**config.mk**
```make
export PLATFORM = sky130hd
export DESIGN_NAME = alu_operand_stage
export DESIGN_NICKNAME = d
export VERILOG_FILES = /design/src/rtl/alu_operand_stage_pkg.sv /design/src/rtl/alu_operand_stage_operand_forward_mux.sv /design/src/rtl/alu_operand_stage.sv
export SDC_FILE = /design/constraint.sdc
export NUM_CORES = 1
export LEC_CHECK = 0
export CAP_MARGIN = 20
export CORE_AREA = 2 2 134 136
export DETAILED_ROUTE_END_ITERATION = 7
export DIE_AREA = 0 0 136 138
export GPL_ROUTABILITY_DRIVEN = 0
export GPL_TIMING_DRIVEN = 0
export PLACE_DENSITY = 0.76
export SLEW_MARGIN = 10
export SYNTH_ARGS = -nofsm -noshare
export SYNTH_HDL_FRONTEND = slang
export SYNTH_SLANG_ARGS = --single-unit
```
**constraint.sdc**
```tcl
create_clock -name clk -period 3.45 [get_ports clk]
set_clock_uncertainty 0.2 [all_clocks]
set_input_delay 1.035 -clock clk [delete_from_list [all_inputs] [get_ports clk]]
set_output_delay 1.035 -clock clk [all_outputs]
set_load 0.05 [all_outputs]
```
**src/rtl/alu_operand_stage_pkg.sv**
```systemverilog
// Shared definitions for the ALU operand stage.
//   - Default datapath widths (XLEN, register index, ALU opcode)
//   - ALU opcode encodings
//   - Operand-select encodings for the A and B muxes
//   - Saturating 32-bit increment used by the stall counter
// Optional feature macro used by importers: OPERAND_FORWARDING_EN.
package alu_operand_stage_pkg;

  localparam int unsigned DefXlen     = 32;
  localparam int unsigned DefRegAddrW = 5;
  localparam int unsigned DefAluOpW   = 4;

  typedef enum logic [3:0] {
    AluAdd  = 4'd0,
    AluSub  = 4'd1,
    AluSll  = 4'd2,
    AluSlt  = 4'd3,
    AluSltu = 4'd4,
    AluXor  = 4'd5,
    AluSrl  = 4'd6,
    AluSra  = 4'd7,
    AluOr   = 4'd8,
    AluAnd  = 4'd9
  } alu_op_e;

  localparam logic OpSelARs1 = 1'b0;
  localparam logic OpSelAPc  = 1'b1;
  localparam logic OpSelBRs2 = 1'b0;
  localparam logic OpSelBImm = 1'b1;

  function automatic logic [31:0] sat_inc(input logic [31:0] v);
    return (v == 32'hFFFF_FFFF) ? v : v + 32'd1;
  endfunction

endpackage

```
**src/rtl/alu_operand_stage_operand_forward_mux.sv**
```systemverilog
// operand_forward_mux: combinational source-operand resolver for one register source.
// Ports:
//   i_rs_addr, i_rf_data                       source index and register-file read data
//   i_exmem_rd_we/_addr/_data                  EX/MEM writeback candidate
//   i_memwb_rd_we/_addr/_data                  MEM/WB writeback candidate
//   o_value                                    resolved operand value
//   o_match_exmem, o_match_memwb               source matches the given producer
// Macro OPERAND_FORWARDING_EN: when defined, o_value takes EX/MEM over MEM/WB over
// the register file; otherwise o_value is the register-file data only.
// x0 never matches and always reads 0.
module operand_forward_mux
  import alu_operand_stage_pkg::*;
#(
  parameter int unsigned XLEN       = DefXlen,
  parameter int unsigned REG_ADDR_W = DefRegAddrW
) (
  input  logic [REG_ADDR_W-1:0] i_rs_addr,
  input  logic [XLEN-1:0]       i_rf_data,
  input  logic                  i_exmem_rd_we,
  input  logic [REG_ADDR_W-1:0] i_exmem_rd_addr,
  input  logic [XLEN-1:0]       i_exmem_rd_data,
  input  logic                  i_memwb_rd_we,
  input  logic [REG_ADDR_W-1:0] i_memwb_rd_addr,
  input  logic [XLEN-1:0]       i_memwb_rd_data,
  output logic [XLEN-1:0]       o_value,
  output logic                  o_match_exmem,
  output logic                  o_match_memwb
);

  logic w_rs_nonzero;

  assign w_rs_nonzero  = (i_rs_addr != '0);
  assign o_match_exmem = w_rs_nonzero & i_exmem_rd_we & (i_rs_addr == i_exmem_rd_addr);
  assign o_match_memwb = w_rs_nonzero & i_memwb_rd_we & (i_rs_addr == i_memwb_rd_addr);

`ifdef OPERAND_FORWARDING_EN
  always_comb begin
    o_value = '0;
    if (o_match_exmem) begin
      o_value = i_exmem_rd_data;
    end else if (o_match_memwb) begin
      o_value = i_memwb_rd_data;
    end else if (w_rs_nonzero) begin
      o_value = i_rf_data;
    end
  end
`else
  logic w_unused_fwd_data;
  assign w_unused_fwd_data = ^{i_exmem_rd_data, i_memwb_rd_data};

  assign o_value = w_rs_nonzero ? i_rf_data : '0;
`endif

endmodule

```
**src/rtl/alu_operand_stage.sv**
```systemverilog
// alu_operand_stage: ID/EX boundary register feeding alu_module.
// Selects operand A (rs1/PC) and B (rs2/imm), resolves RAW hazards by forwarding or
// stalling, and holds op/A/B/rd/rd_we stable for the EX stage.
// Ports:
//   clk, reset_n (synchronous, active low), flush (drop held and incoming instruction)
//   in_valid/in_ready + decoded instruction fields     upstream handshake
//   exmem_*, memwb_*                                   producer candidates for forwarding
//   out_valid/out_ready + out_alu_op/a/b/rd_addr/rd_we downstream handshake
//   stall_count                                        saturating hazard-stall cycle count
// Macro OPERAND_FORWARDING_EN: defined -> forward, stall only on load-use;
// undefined -> no forwarding, stall on any match with EX/MEM or MEM/WB.
module alu_operand_stage
  import alu_operand_stage_pkg::*;
#(
  parameter int unsigned XLEN       = DefXlen,
  parameter int unsigned REG_ADDR_W = DefRegAddrW,
  parameter int unsigned ALU_OP_W   = DefAluOpW
) (
  input  logic                  clk,
  input  logic                  reset_n,
  input  logic                  flush,
  input  logic                  in_valid,
  output logic                  in_ready,
  input  logic [ALU_OP_W-1:0]   in_alu_op,
  input  logic                  in_a_sel,
  input  logic                  in_b_sel,
  input  logic [REG_ADDR_W-1:0] in_rs1_addr,
  input  logic [REG_ADDR_W-1:0] in_rs2_addr,
  input  logic [XLEN-1:0]       in_rs1_data,
  input  logic [XLEN-1:0]       in_rs2_data,
  input  logic                  in_rs2_used,
  input  logic [XLEN-1:0]       in_pc,
  input  logic [XLEN-1:0]       in_imm,
  input  logic [REG_ADDR_W-1:0] in_rd_addr,
  input  logic                  in_rd_we,
  input  logic                  exmem_rd_we,
  input  logic [REG_ADDR_W-1:0] exmem_rd_addr,
  input  logic [XLEN-1:0]       exmem_rd_data,
  input  logic                  exmem_is_load,
  input  logic                  memwb_rd_we,
  input  logic [REG_ADDR_W-1:0] memwb_rd_addr,
  input  logic [XLEN-1:0]       memwb_rd_data,
  output logic                  out_valid,
  input  logic                  out_ready,
  output logic [ALU_OP_W-1:0]   out_alu_op,
  output logic [XLEN-1:0]       out_a,
  output logic [XLEN-1:0]       out_b,
  output logic [REG_ADDR_W-1:0] out_rd_addr,
  output logic                  out_rd_we,
  output logic [31:0]           stall_count
);

  logic                  r_valid;
  logic [ALU_OP_W-1:0]   r_alu_op;
  logic [XLEN-1:0]       r_a;
  logic [XLEN-1:0]       r_b;
  logic [REG_ADDR_W-1:0] r_rd_addr;
  logic                  r_rd_we;
  logic [31:0]           r_stall_count;

  logic [XLEN-1:0] w_rs1_val;
  logic [XLEN-1:0] w_rs2_val;
  logic            w_rs1_ex;
  logic            w_rs1_wb;
  logic            w_rs2_ex;
  logic            w_rs2_wb;
  logic            w_rs1_used;
  logic            w_rs2_used;
  logic            w_hazard;
  logic            w_xfer;
  logic [XLEN-1:0] w_a;
  logic [XLEN-1:0] w_b;

  operand_forward_mux #(
    .XLEN       (XLEN),
    .REG_ADDR_W (REG_ADDR_W)
  ) u_fwd_rs1 (
    .i_rs_addr       (in_rs1_addr),
    .i_rf_data       (in_rs1_data),
    .i_exmem_rd_we   (exmem_rd_we),
    .i_exmem_rd_addr (exmem_rd_addr),
    .i_exmem_rd_data (exmem_rd_data),
    .i_memwb_rd_we   (memwb_rd_we),
    .i_memwb_rd_addr (memwb_rd_addr),
    .i_memwb_rd_data (memwb_rd_data),
    .o_value         (w_rs1_val),
    .o_match_exmem   (w_rs1_ex),
    .o_match_memwb   (w_rs1_wb)
  );

  operand_forward_mux #(
    .XLEN       (XLEN),
    .REG_ADDR_W (REG_ADDR_W)
  ) u_fwd_rs2 (
    .i_rs_addr       (in_rs2_addr),
    .i_rf_data       (in_rs2_data),
    .i_exmem_rd_we   (exmem_rd_we),
    .i_exmem_rd_addr (exmem_rd_addr),
    .i_exmem_rd_data (exmem_rd_data),
    .i_memwb_rd_we   (memwb_rd_we),
    .i_memwb_rd_addr (memwb_rd_addr),
    .i_memwb_rd_data (memwb_rd_data),
    .o_value         (w_rs2_val),
    .o_match_exmem   (w_rs2_ex),
    .o_match_memwb   (w_rs2_wb)
  );

  // rs2 is a real source for stores/branches even when B carries the immediate.
  assign w_rs1_used = (in_a_sel == OpSelARs1);
  assign w_rs2_used = (in_b_sel == OpSelBRs2) | in_rs2_used;

`ifdef OPERAND_FORWARDING_EN
  logic w_unused_wb_match;
  assign w_unused_wb_match = w_rs1_wb ^ w_rs2_wb;

  // Only a load in EX/MEM cannot be forwarded yet.
  assign w_hazard = exmem_is_load & ((w_rs1_used & w_rs1_ex) | (w_rs2_used & w_rs2_ex));
`else
  logic w_unused_is_load;
  assign w_unused_is_load = exmem_is_load;

  assign w_hazard = (w_rs1_used & (w_rs1_ex | w_rs1_wb)) |
                    (w_rs2_used & (w_rs2_ex | w_rs2_wb));
`endif

  assign w_a = (in_a_sel == OpSelAPc)  ? in_pc  : w_rs1_val;
  assign w_b = (in_b_sel == OpSelBImm) ? in_imm : w_rs2_val;

  always_comb begin
    in_ready = reset_n & (~r_valid | out_ready) & ~w_hazard & ~flush;
    w_xfer   = in_valid & in_ready;
  end

  always_ff @(posedge clk) begin
    if (!reset_n) begin
      r_valid   <= 1'b0;
      r_alu_op  <= '0;
      r_a       <= '0;
      r_b       <= '0;
      r_rd_addr <= '0;
      r_rd_we   <= 1'b0;
    end else if (flush) begin
      r_valid <= 1'b0;
    end else if (w_xfer) begin
      r_valid   <= 1'b1;
      r_alu_op  <= in_alu_op;
      r_a       <= w_a;
      r_b       <= w_b;
      r_rd_addr <= in_rd_addr;
      r_rd_we   <= in_rd_we;
    end else if (out_ready) begin
      r_valid <= 1'b0;
    end
  end

  always_ff @(posedge clk) begin
    if (!reset_n) begin
      r_stall_count <= '0;
    end else if (in_valid & w_hazard & ~flush) begin
      r_stall_count <= sat_inc(r_stall_count);
    end
  end

  assign out_valid   = r_valid;
  assign out_alu_op  = r_alu_op;
  assign out_a       = r_a;
  assign out_b       = r_b;
  assign out_rd_addr = r_rd_addr;
  assign out_rd_we   = r_rd_we;
  assign stall_count = r_stall_count;

endmodule

```
==> results of run 1 <==
==> cell usage in the layout (no fill, tap or decap), types with 3 or more instances in the layout <==
cell type / Yosys / layout
clkdlybuf4s50_1: 0 / 249
nand2_1: 176 / 176
dfxtp_1: 107 / 107
o21ai_0: 80 / 80
clkbuf_1: 43 / 40
nor2_1: 38 / 37
a22oi_1: 33 / 32
a211oi_1: 32 / 32
nand2b_1: 18 / 18
buf_2: 10 / 18
nand4_1: 16 / 16
a21oi_1: 18 / 16
xnor2_1: 20 / 14
nand3_1: 12 / 12
o31ai_1: 12 / 12
or4_1: 9 / 9
buf_6: 2 / 9
mux2i_1: 9 / 9
clkbuf_16: 0 / 9
and3_1: 8 / 8
buf_4: 0 / 7
xnor2_2: 0 / 6
nor4_1: 5 / 5
or3_1: 5 / 5
nor3_1: 6 / 4
o311ai_0: 4 / 4
o41ai_1: 4 / 4
clkinv_2: 0 / 4
dlygate4sd2_1: 0 / 4
o211ai_1: 3 / 3
nor3b_1: 3 / 3
buf_8: 0 / 3
==> area by class of cell <==
class	count	share of cell area, %
Multi-Input combinational cell	529	34.6
Clock inverter	7	0.774
Sequential cell	107	24.5
Timing Repair Buffer	279	31.5
Buffer	54	2.71
Clock buffer	9	2.58
Inverter	2	0.0860
Tap cell	229	3.28
==> flip-flops by register name (all words and copies together) (netlist names) <==
register     count
out_alu_op       4
stall_count     32
out_a           32
out_rd_we        1
out_b           32
out_valid        1
out_rd_addr      5
==> through the flow <==
stage / power (W) / std cells
after global routing: 0.00324 / 1216
after CTS: 0.00314 / 1217
final: 0.00312 / 1216
after floorplan: 0.00171 / 694
after detailed placement: 0.00209 / 1197
after global placement: 0.00208 / 1197
==> how the worst max path moves through the flow <==
| stage | endpoint | slack (ns) | cells after the start |
|---|---|---|---|
| 2_1_floorplan | in_ready | 0.02 | 6 |
| 3_3_place_gp | in_ready | -1.54 | 8 |
| 3_5_place_dp | in_ready | -1.56 | 8 |
| 4_1_cts | out_b[14] | -0.04 | 10 |
| 5_1_grt | in_ready | -0.05 | 7 |
| 6_report | in_ready | 0.04 | 5 |
==> power by group <==
| group | switching, W | leakage, nW | internal [W] |
|---|---|---|---|
| registers | 0.0000260 | 0.871 | 0.00128 |
| clock network | 0.000476 | 0.149 | 0.000562 |
| logic | 0.000429 | 2.07 | 0.000340 |
==> worst max-delay path, cell delays in order <==
cell and delay, ns:
clkdlybuf4s50_1 0.59, nand2b_1 0.10, nor2_1 0.14, and2_4 0.17, buf_8 0.14
==> metal layers <==
layer	GRT usage, %	part of all wire [%]
met5	0	0
met4	7.35	2.3
met2	34.5	48
met1	27.3	44
met3	5.39	6.1
==> cells in the mapped netlist (2+ instances only) <==
master | count | area (um2)
dfxtp_1 | 107 | 2140
o41ai_1 | 4 | 35.0
o22ai_1 | 2 | 12.5
or3_1 | 5 | 31.3
nand2b_1 | 18 | 113
and3_1 | 8 | 50.1
a211oi_1 | 32 | 240
or4_1 | 9 | 67.6
and4_1 | 2 | 17.5
buf_2 | 10 | 50.1
nand4_1 | 16 | 100
o211ai_1 | 3 | 22.5
nor2b_1 | 3 | 18.8
nor4_1 | 5 | 31.3
clkbuf_1 | 43 | 161
o311ai_0 | 4 | 35.0
a22oi_1 | 33 | 248
nor4_2 | 2 | 25.0
nor2_1 | 38 | 143
inv_1 | 2 | 7.51
o31ai_1 | 12 | 90.1
nand2_1 | 176 | 661
o21ai_0 | 80 | 400
a21oi_1 | 18 | 90.1
nor3_1 | 6 | 30.0
xnor2_1 | 20 | 175
nand3_1 | 12 | 60.1
buf_6 | 2 | 22.5
mux2i_1 | 9 | 90.1
nor3b_1 | 3 | 22.5
and2_1 | 2 | 12.5
==> cell families (layout without fill, tap and decap cells) <==
family / Yosys count / after routing / synth area share [%]
adders and majority gates: 1 / 1 / 0.237
AOI/OAI and AO/OA: 191 / 191 / 22.7
DFF: 107 / 107 / 40.6
and+or+nand+nor: 308 / 308 / 26.8
buffers and inverters: 58 / 351 / 4.65
xor gates and xnor gates: 20 / 20 / 3.32
muxes: 9 / 9 / 1.71
==> repair_timing <==
item,4_1_cts,5_1_grt
endpoints found under the setup margin,75,37
hold buffers,0,0
buffers inserted,5,0
pin swaps,18,10
endpoints found under the hold margin,0,0
gates resized for setup,109,29
==> metrics.yaml, run 1 <==
rsz0062_at_grt: "yes"
holdWs_ns: 0.255
p_per_area_nw_per_um2: 357
min_path_cells: 2
antenna_left: 0
cts-buffers-inserted: 9
antenna_found_initial: 0
port_buffers: 274
drive_above_1_share_pct: 7.70
stdcell_area_um2: 8730
hpwl_um: 15800
via_per_inst: 5.05
synth_edf_count: 0
max_freq_mhz: 293
ys_ff_latch: 107
place_area_um2: 8320
crit_path_end_kind: "output pin"
final_core_util_pct: 49.8
hold_viol: 0
cts_buffer_depth: 2
rr_startpoint: "stall_count[0]"
period_minus_slack_ns: 3.41
die_h_um: 138
crit_path_max_fanout: 5
drv_cap: 0
fillers: 1678
htreeDepth: 3
grt_pass1_vias: 5837
dieWidth_um: 136
wl_um: 20200
dr.first_iter.drc_count: 334
reg2regPathDepth: 9
cts-root-buf: "clkbuf_16"
setup_viol: 0
cp.required_ns: 2.21
overflow: 0
dp_slack_ns: -1.56
antenna_cells: 0
io_pins: 341
crit_path_start_kind: "primary input"
avgSynthCellArea_um2: 7.60
wl_per_cell_um: 16.6
clk_pin_slew_ns: 0.07
slew-limit-headroom_pct: 57.6
core_um2: 17500
ys_warn_count: 0
initial_utilization_pct: 30.1
grt_use_total_pct: 21.2
num_rows: 49
worstHoldEndpoint: "out_b[24]"
slew_viol_final: 0
die_area_um2: 18800
cellLeakagePower_nw: 3.09
r2r_slack_ns: 0.73
clk-insertion-delay-late_ns: 0.35
critical_path.startpoint: "reset_n"
dr.pass1.iters: 5
vias: 6143
tightest_slew_ns: 0.636
cts_tree: "yes"
clkSinkCount: 107
hp-class: "reg -> reg"
syn_area_um2: 5280
synth_nets: 928
fin_setup_tns_ns: 0
grt_max_degree: 19
drc: 0
timing.rr.end: "stall_count[7]"
async_flop_share_pct: 0
syn_to_final_growth_pct: 65.5
ys.flop_type: "dfxtp_1"
multi_input_area_um2: 3020
ir_drop_mv: 0.328
outcome: "finished clean"
postSynthCellCount: 694
fin_ws_ns: 0.0406
critPathKind: "in -> out"
fin_nets: 1216
grt_pass1_wl_um: 31200
arrival_ns: 2.17
synth_cell_type_count: 39
period_share_pct: 98.8
seq_area_um2: 2140
ys_seq_area_share_pct: 40.6
min_from: "out_b[24]"
No activity file was read; power rests on OpenSTA's default activity.
==> run 2, diff against run 1 <==
--- a/config.mk
+++ b/config.mk
@@ -5,7 +5,6 @@
 export SDC_FILE = /design/constraint.sdc
 export NUM_CORES = 1
 export LEC_CHECK = 0
-export CAP_MARGIN = 20
 export CORE_AREA = 2 2 134 136
 export DETAILED_ROUTE_END_ITERATION = 7
 export DIE_AREA = 0 0 136 138
==> constraint.sdc (replaced) <==
create_clock -name clk -period 3.45 [get_ports clk]
set_clock_uncertainty 0.2 [all_clocks]
set_input_delay 0.345 -clock clk [delete_from_list [all_inputs] [get_ports clk]]
set_output_delay 0.345 -clock clk [all_outputs]
set_load 0.05 [all_outputs]
==> run 2 against run 1 <==
Compared with the run above:
- total power decreased by 0.67%
- sequential share of layout area increased by 0.37 points
- non-clock buffer count decreased by 4
- die area unchanged
- maximum frequency increased by 2.7%
- worst setup slack improved by 0.091 ns
- largest cell class is now buffers
- first-iteration DRC count increased by 40%
- core utilization decreased by 0.75 points
- wire length decreased by 3.6%
- highest routed layer unchanged
- sequential power about the same
==> metrics.yaml, run 2 (same netlist as run 1, synthesis figures left out) <==
outcome: "finished clean"
drv_cap: 0  # unchanged
pwr-share-comb_pct: 24.0  # -0.7 points
overflow: 0  # unchanged
hp-class: "reg -> reg"
antenna_found_initial: 0  # unchanged
cellLeakagePower_nw: 2.97  # -3.9%
setup_viol: 0  # unchanged
htreeDepth: 3  # unchanged
mostFrequentLayoutCells: "273 x clkdlybuf4s50_1, 176 x nand2_1, 107 x dfxtp_1, 80 x o21ai_0, 43 x clkbuf_1"
max_stage_delay_ns: 0.47  # -0.12 ns
clk_pin_slew_ns: 0.07  # about the same
seq_power_share_pct: 42.3  # +0.3 points
instances_no_fill: 1212  # -0.33%
hpwl_um: 15400  # -2.2%
antenna_left: 0  # unchanged
port_buffers: 274  # unchanged
worstPathCellList: "clkdlybuf4s50_1, nor3_1, a21oi_1, a22oi_1, buf_2, and2_1, clkdlybuf4s15_2"
cts_tree: "yes"
crit_path_start_kind: "primary input"
final_common_cell: "clkdlybuf4s50_1"
crit_path_end_kind: "output pin"
grt_pass1_wl_um: 29700  # -4.9%
wl_um: 19500  # -3.6%
multi_input_area_um2: 2890  # -4.3%
dr.pass1.iters: 5  # unchanged
io_pins: 341  # unchanged
fin_nets: 1212  # -0.33%
fillers: 1719  # +2.4%
place_area_um2: 8310  # -0.20%
die_area_um2: 18800  # unchanged
finalPower_w: 0.00310  # -0.67%
dieWidth_um: 136  # unchanged
hold_viol: 0  # unchanged
syn_to_final_growth_pct: 63.0
core_um2: 17500  # unchanged
power.internal_w: 0.00220  # +0.57%
vias: 6116  # -0.44%
final_core_util_pct: 49.1  # -0.75 points
cp.buffers_inverters: 3  # +1
slew_viol_final: 0  # unchanged
clk-insertion-delay-late_ns: 0.35  # about the same
cp.required_ns: 2.90  # +0.69 ns
initial_utilization_pct: 30.1  # unchanged
via_per_inst: 5.05  # -0.11%
slowest_stage: "clkdlybuf4s50_1"
period_minus_slack_ns: 3.32  # -0.0906 ns
pwr-share-clk_pct: 33.7  # +0.4 points
num_rows: 49  # unchanged
arrival_ns: 2.77  # +0.60 ns
clkSinkCount: 107  # unchanged
crit_path_max_fanout: 19  # +14
switchingPower_w: 0.000897  # -3.6%
cts-root-buf: "clkbuf_16"
max_freq_mhz: 301  # +2.7%
cts-buffers-inserted: 9  # unchanged
dr.first_iter.drc_count: 466  # +40%
period_share_pct: 96.2  # -2.6 points
critPathTopFamily: "buffers and inverters"
stdcell_area_um2: 8600  # -1.5%
antenna_cells: 0  # unchanged
slew-limit-headroom_pct: 47.8  # -9.8 points
drive_above_1_share_pct: 3.26  # -4.4 points
die_h_um: 138  # unchanged
ir_drop_mv: 0.289  # -12%
swShare_pct: 29.0  # -0.87 points
p_per_area_nw_per_um2: 360  # +0.85%
cts_buffer_depth: 2  # unchanged
rsz0062_at_grt: "no"
grt_use_total_pct: 20.0  # -1.3 points
seq_area_um2: 2140  # unchanged
grt_pass1_vias: 5673  # -2.8%
wl_per_cell_um: 16.1  # -3.3%
tightest_slew_ns: 0.784  # +0.148 ns
dp.cells: 1197  # unchanged
drc: 0  # unchanged
critPathKind: "in -> out"
grt_max_degree: 20  # +1
holdWs_ns: 0.256  # +0.000905 ns
-- run 2: changes by cell type in the layout (fill, tap and decap cells not counted), moves of 3 or more --
cell | previous run | this run
buf_2 | 18 | 11
buf_4 | 7 | 0
buf_6 | 9 | 2
buf_8 | 3 | 0
clkbuf_1 | 40 | 43
clkdlybuf4s50_1 | 249 | 273
clkinv_2 | 4 | 1
dlygate4sd2_1 | 4 | 0
xnor2_1 | 14 | 20
xnor2_2 | 6 | 0
-- run 2: what timing repair did --
action | CTS | global route
buffers inserted | 0 | 0
endpoints found under the setup margin | 1 | 1
hold buffers | 0 | 0
gates resized for setup | 4 | 1
-- run 2: final cells by class --
class | instances | area share (%)
Multi-Input combinational cell | 529 | 33.6
Tap cell | 229 | 3.33
Clock buffer | 12 | 2.87
Timing Repair Buffer | 274 | 31.9
Clock inverter | 4 | 0.582
Sequential cell | 107 | 24.9
Inverter | 2 | 0.0873
Buffer | 55 | 2.73
-- run 2: worst min-delay path, cell delays in order, from the launching register on --
cell and delay, ns:
dfxtp_1 0.31, nand2_1 0.05, o21ai_0 0.06
-- run 2: final timing paths --
check	slack [ns]	end	cells past startpoint	from
worst max register to register	0.72	out_b[6]	9	out_valid
worst min register to register	0.26	out_b[20]	2	out_b[20]
worst max-delay path	0.13	in_ready	7	in_rs1_addr[1]
worst min-delay path	0.26	out_b[20]	2	out_b[20]
-- run 2: layer usage --
metal	share of wire (%)	wire length (um)	global-route usage, %
met1	42	8220	24.9
met2	48	9440	33.6
met3	7.6	1480	5.50
met4	1.9	361	5.81
met5	0	0	0
-- run 2: power groups by stage --
stage	registers [W]	clock network [W]	logic, W
after CTS	0.00131	0.00107	0.000747
after global routing	0.00132	0.00113	0.000789
after global placement	0.00134	0	0.000739
final	0.00131	0.00104	0.000743
after floorplan	0.00151	0	0.000197
after detailed placement	0.00134	0	0.000744
-- run 2: per-stage QoR --
stage	TNS, ns	worst slack, ns
final	0	0.131
after global routing	0	0.0238
after CTS	0	0.161
after detailed placement	-3.10	-0.634
after global placement	-5.92	-0.646
after floorplan	0	0.704
==> run 3, diff against run 2 <==
==> constraint.sdc (replaced) <==
create_clock -name clk -period 3.45 [get_ports clk]
set_clock_uncertainty 0.2 [all_clocks]
set_input_delay 0.8625 -clock clk [delete_from_list [all_inputs] [get_ports clk]]
set_output_delay 0.8625 -clock clk [all_outputs]
set_load 0.05 [all_outputs]
==> run 3 against run 2 <==
Compared with the run above:
- total power grew 7.2%
- sequential power about the same
- worst hold slack is essentially flat
- die area unchanged
- register-to-register slack worse by 0.03 ns
- largest power group unchanged
- final area up 1.2%
- highest routed layer unchanged
- cell count increased by 0.25%
- largest cell class unchanged
- first-iteration DRC count fell by 9.0%
==> metrics.yaml, run 3 (same netlist as run 1, synthesis figures left out) <==
die_h_um: 138  # unchanged
drc: 0  # unchanged
overflow: 0  # unchanged
cts_buffer_depth: 2  # unchanged
arrival_ns: 2.27  # -0.50 ns
slew_viol_final: 0  # unchanged
cellLeakagePower_nw: 3.06  # +3.1%
antenna_cells: 0  # unchanged
crit_path_start_kind: "primary input"
crit_path_end_kind: "output pin"
grt_max_degree: 19  # -5.0%
critical_path.startpoint: "in_b_sel"
clk_pin_slew_ns: 0.07  # about the same
antenna_left: 0  # unchanged
dr.pass1.iters: 5  # unchanged
clkSinkCount: 107  # unchanged
core_um2: 17500  # unchanged
cts-buffers-inserted: 9  # unchanged
instances_no_fill: 1215  # +0.25%
via_per_inst: 5.09  # +0.85%
dr.first_iter.drc_count: 424  # -9.0%
wl_per_cell_um: 16.2  # +0.94%
wl_um: 19700  # +1.2%
num_rows: 49  # unchanged
hp-class: "reg -> reg"
rsz0062_at_grt: "no"
die_area_um2: 18800  # unchanged
grt_pass1_wl_um: 30900  # +4.0%
cts-root-buf: "clkbuf_16"
mostFrequentLayoutCells: "253 x clkdlybuf4s50_1, 176 x nand2_1, 107 x dfxtp_1, 80 x o21ai_0, 42 x clkbuf_1"
clk-insertion-delay-late_ns: 0.36  # about the same
port_buffers: 274  # unchanged
tightest_slew_ns: 0.566  # -0.218 ns
final_common_cell: "clkdlybuf4s50_1"
drive_above_1_share_pct: 5.17  # +1.9 points
hold_viol: 0  # unchanged
outcome: "finished clean"
io_pins: 341  # unchanged
fin_nets: 1215  # +0.25%
hold_buffers: 0  # unchanged
htreeDepth: 3  # unchanged
antenna_found_initial: 0  # unchanged
drv_cap: 0  # unchanged
dieWidth_um: 136  # unchanged
initial_utilization_pct: 30.1  # unchanged
critPathKind: "in -> out"
p_per_area_nw_per_um2: 381  # +5.9%
min_from: "out_b[10]"
ir_drop_mv: 0.295  # +2.1%
syn_to_final_growth_pct: 65.0
period_minus_slack_ns: 3.34  # +0.0164 ns
rr_startpoint: "stall_count[0]"
dp.cells: 1197  # unchanged
hpwl_um: 15400  # about the same
slew-limit-headroom_pct: 62.2  # +14 points
max_freq_mhz: 300  # -0.49%
setup_viol: 0  # unchanged
cts_tree: "yes"
period_share_pct: 96.7  # +0.47 points
grt_use_total_pct: 20.8  # +0.80 points
cp.required_ns: 2.39  # -0.51 ns
holdWs_ns: 0.257  # +0.000220 ns
crit_path_max_fanout: 3  # -16
grt_pass1_vias: 5886  # +3.8%
vias: 6183  # +1.1%
-- run 3: metrics by stage --
step                      setup WS (ns)  util, %  TNS, ns  total power, W  cell area, um2
after CTS                      0.000382     49.7        0         0.00334            8720
after detailed placement          -1.77     47.4   -42.47         0.00208            8310
after global placement            -1.76     47.4   -40.85         0.00208            8310
final                             0.115     49.7        0         0.00332            8710
after global routing            0.00712     49.7        0         0.00343            8710
after floorplan                  0.0945        -        0         0.00171            5280
-- run 3: timing repair --
item	CTS	global route
gates cloned	0	0
gates resized for setup	41	16
endpoints found under the setup margin	72	52
pin swaps	8	12
buffers inserted	3	1
-- run 3: cell type report --
class	instances	area [um2]
buffer	54	231
clock buffer	11	233
clock inverter	5	125
fill	1736	8830
inverter	2	7.51
multi-input combinational	529	2940
sequential	107	2140
tap	229	287
timing repair buffer	278	2740
-- run 3: final timing paths --
check                   endpoint  slack (ns)  cells after the start
setup / recovery        in_ready        0.11                      6
hold / removal         out_b[10]        0.26                      2
setup reg to reg  stall_count[5]        0.69                      9
hold reg to reg        out_b[10]        0.26                      2
-- run 3: worst max-delay path: stages --
cell and delay, ns:
clkdlybuf4s50_1 0.52, nor2b_2 0.19, a21oi_2 0.07, a22oi_2 0.28, and2_4 0.21, buf_8 0.14
-- run 3: per-layer routing --
layer	wire (um)	part of all wire (%)	vias to the layer above	track usage [%]
li1	-	-	3037	-
met1	8450	43	2878	26.3
met2	9490	48	237	34.5
met3	1340	6.8	31	4.84
met4	446	2.3	0	7.24
met5	0	0	-	0
-- run 3: report_power, final --
group	internal [W]	leakage (nW)	total [W]	switching, W
clock	0.000783	0.174	0.00127	0.000482
combinational	0.000330	2.02	0.000747	0.000417
sequential	0.00128	0.871	0.00131	0.0000251
total	0.00240	3.06	0.00332	0.000924
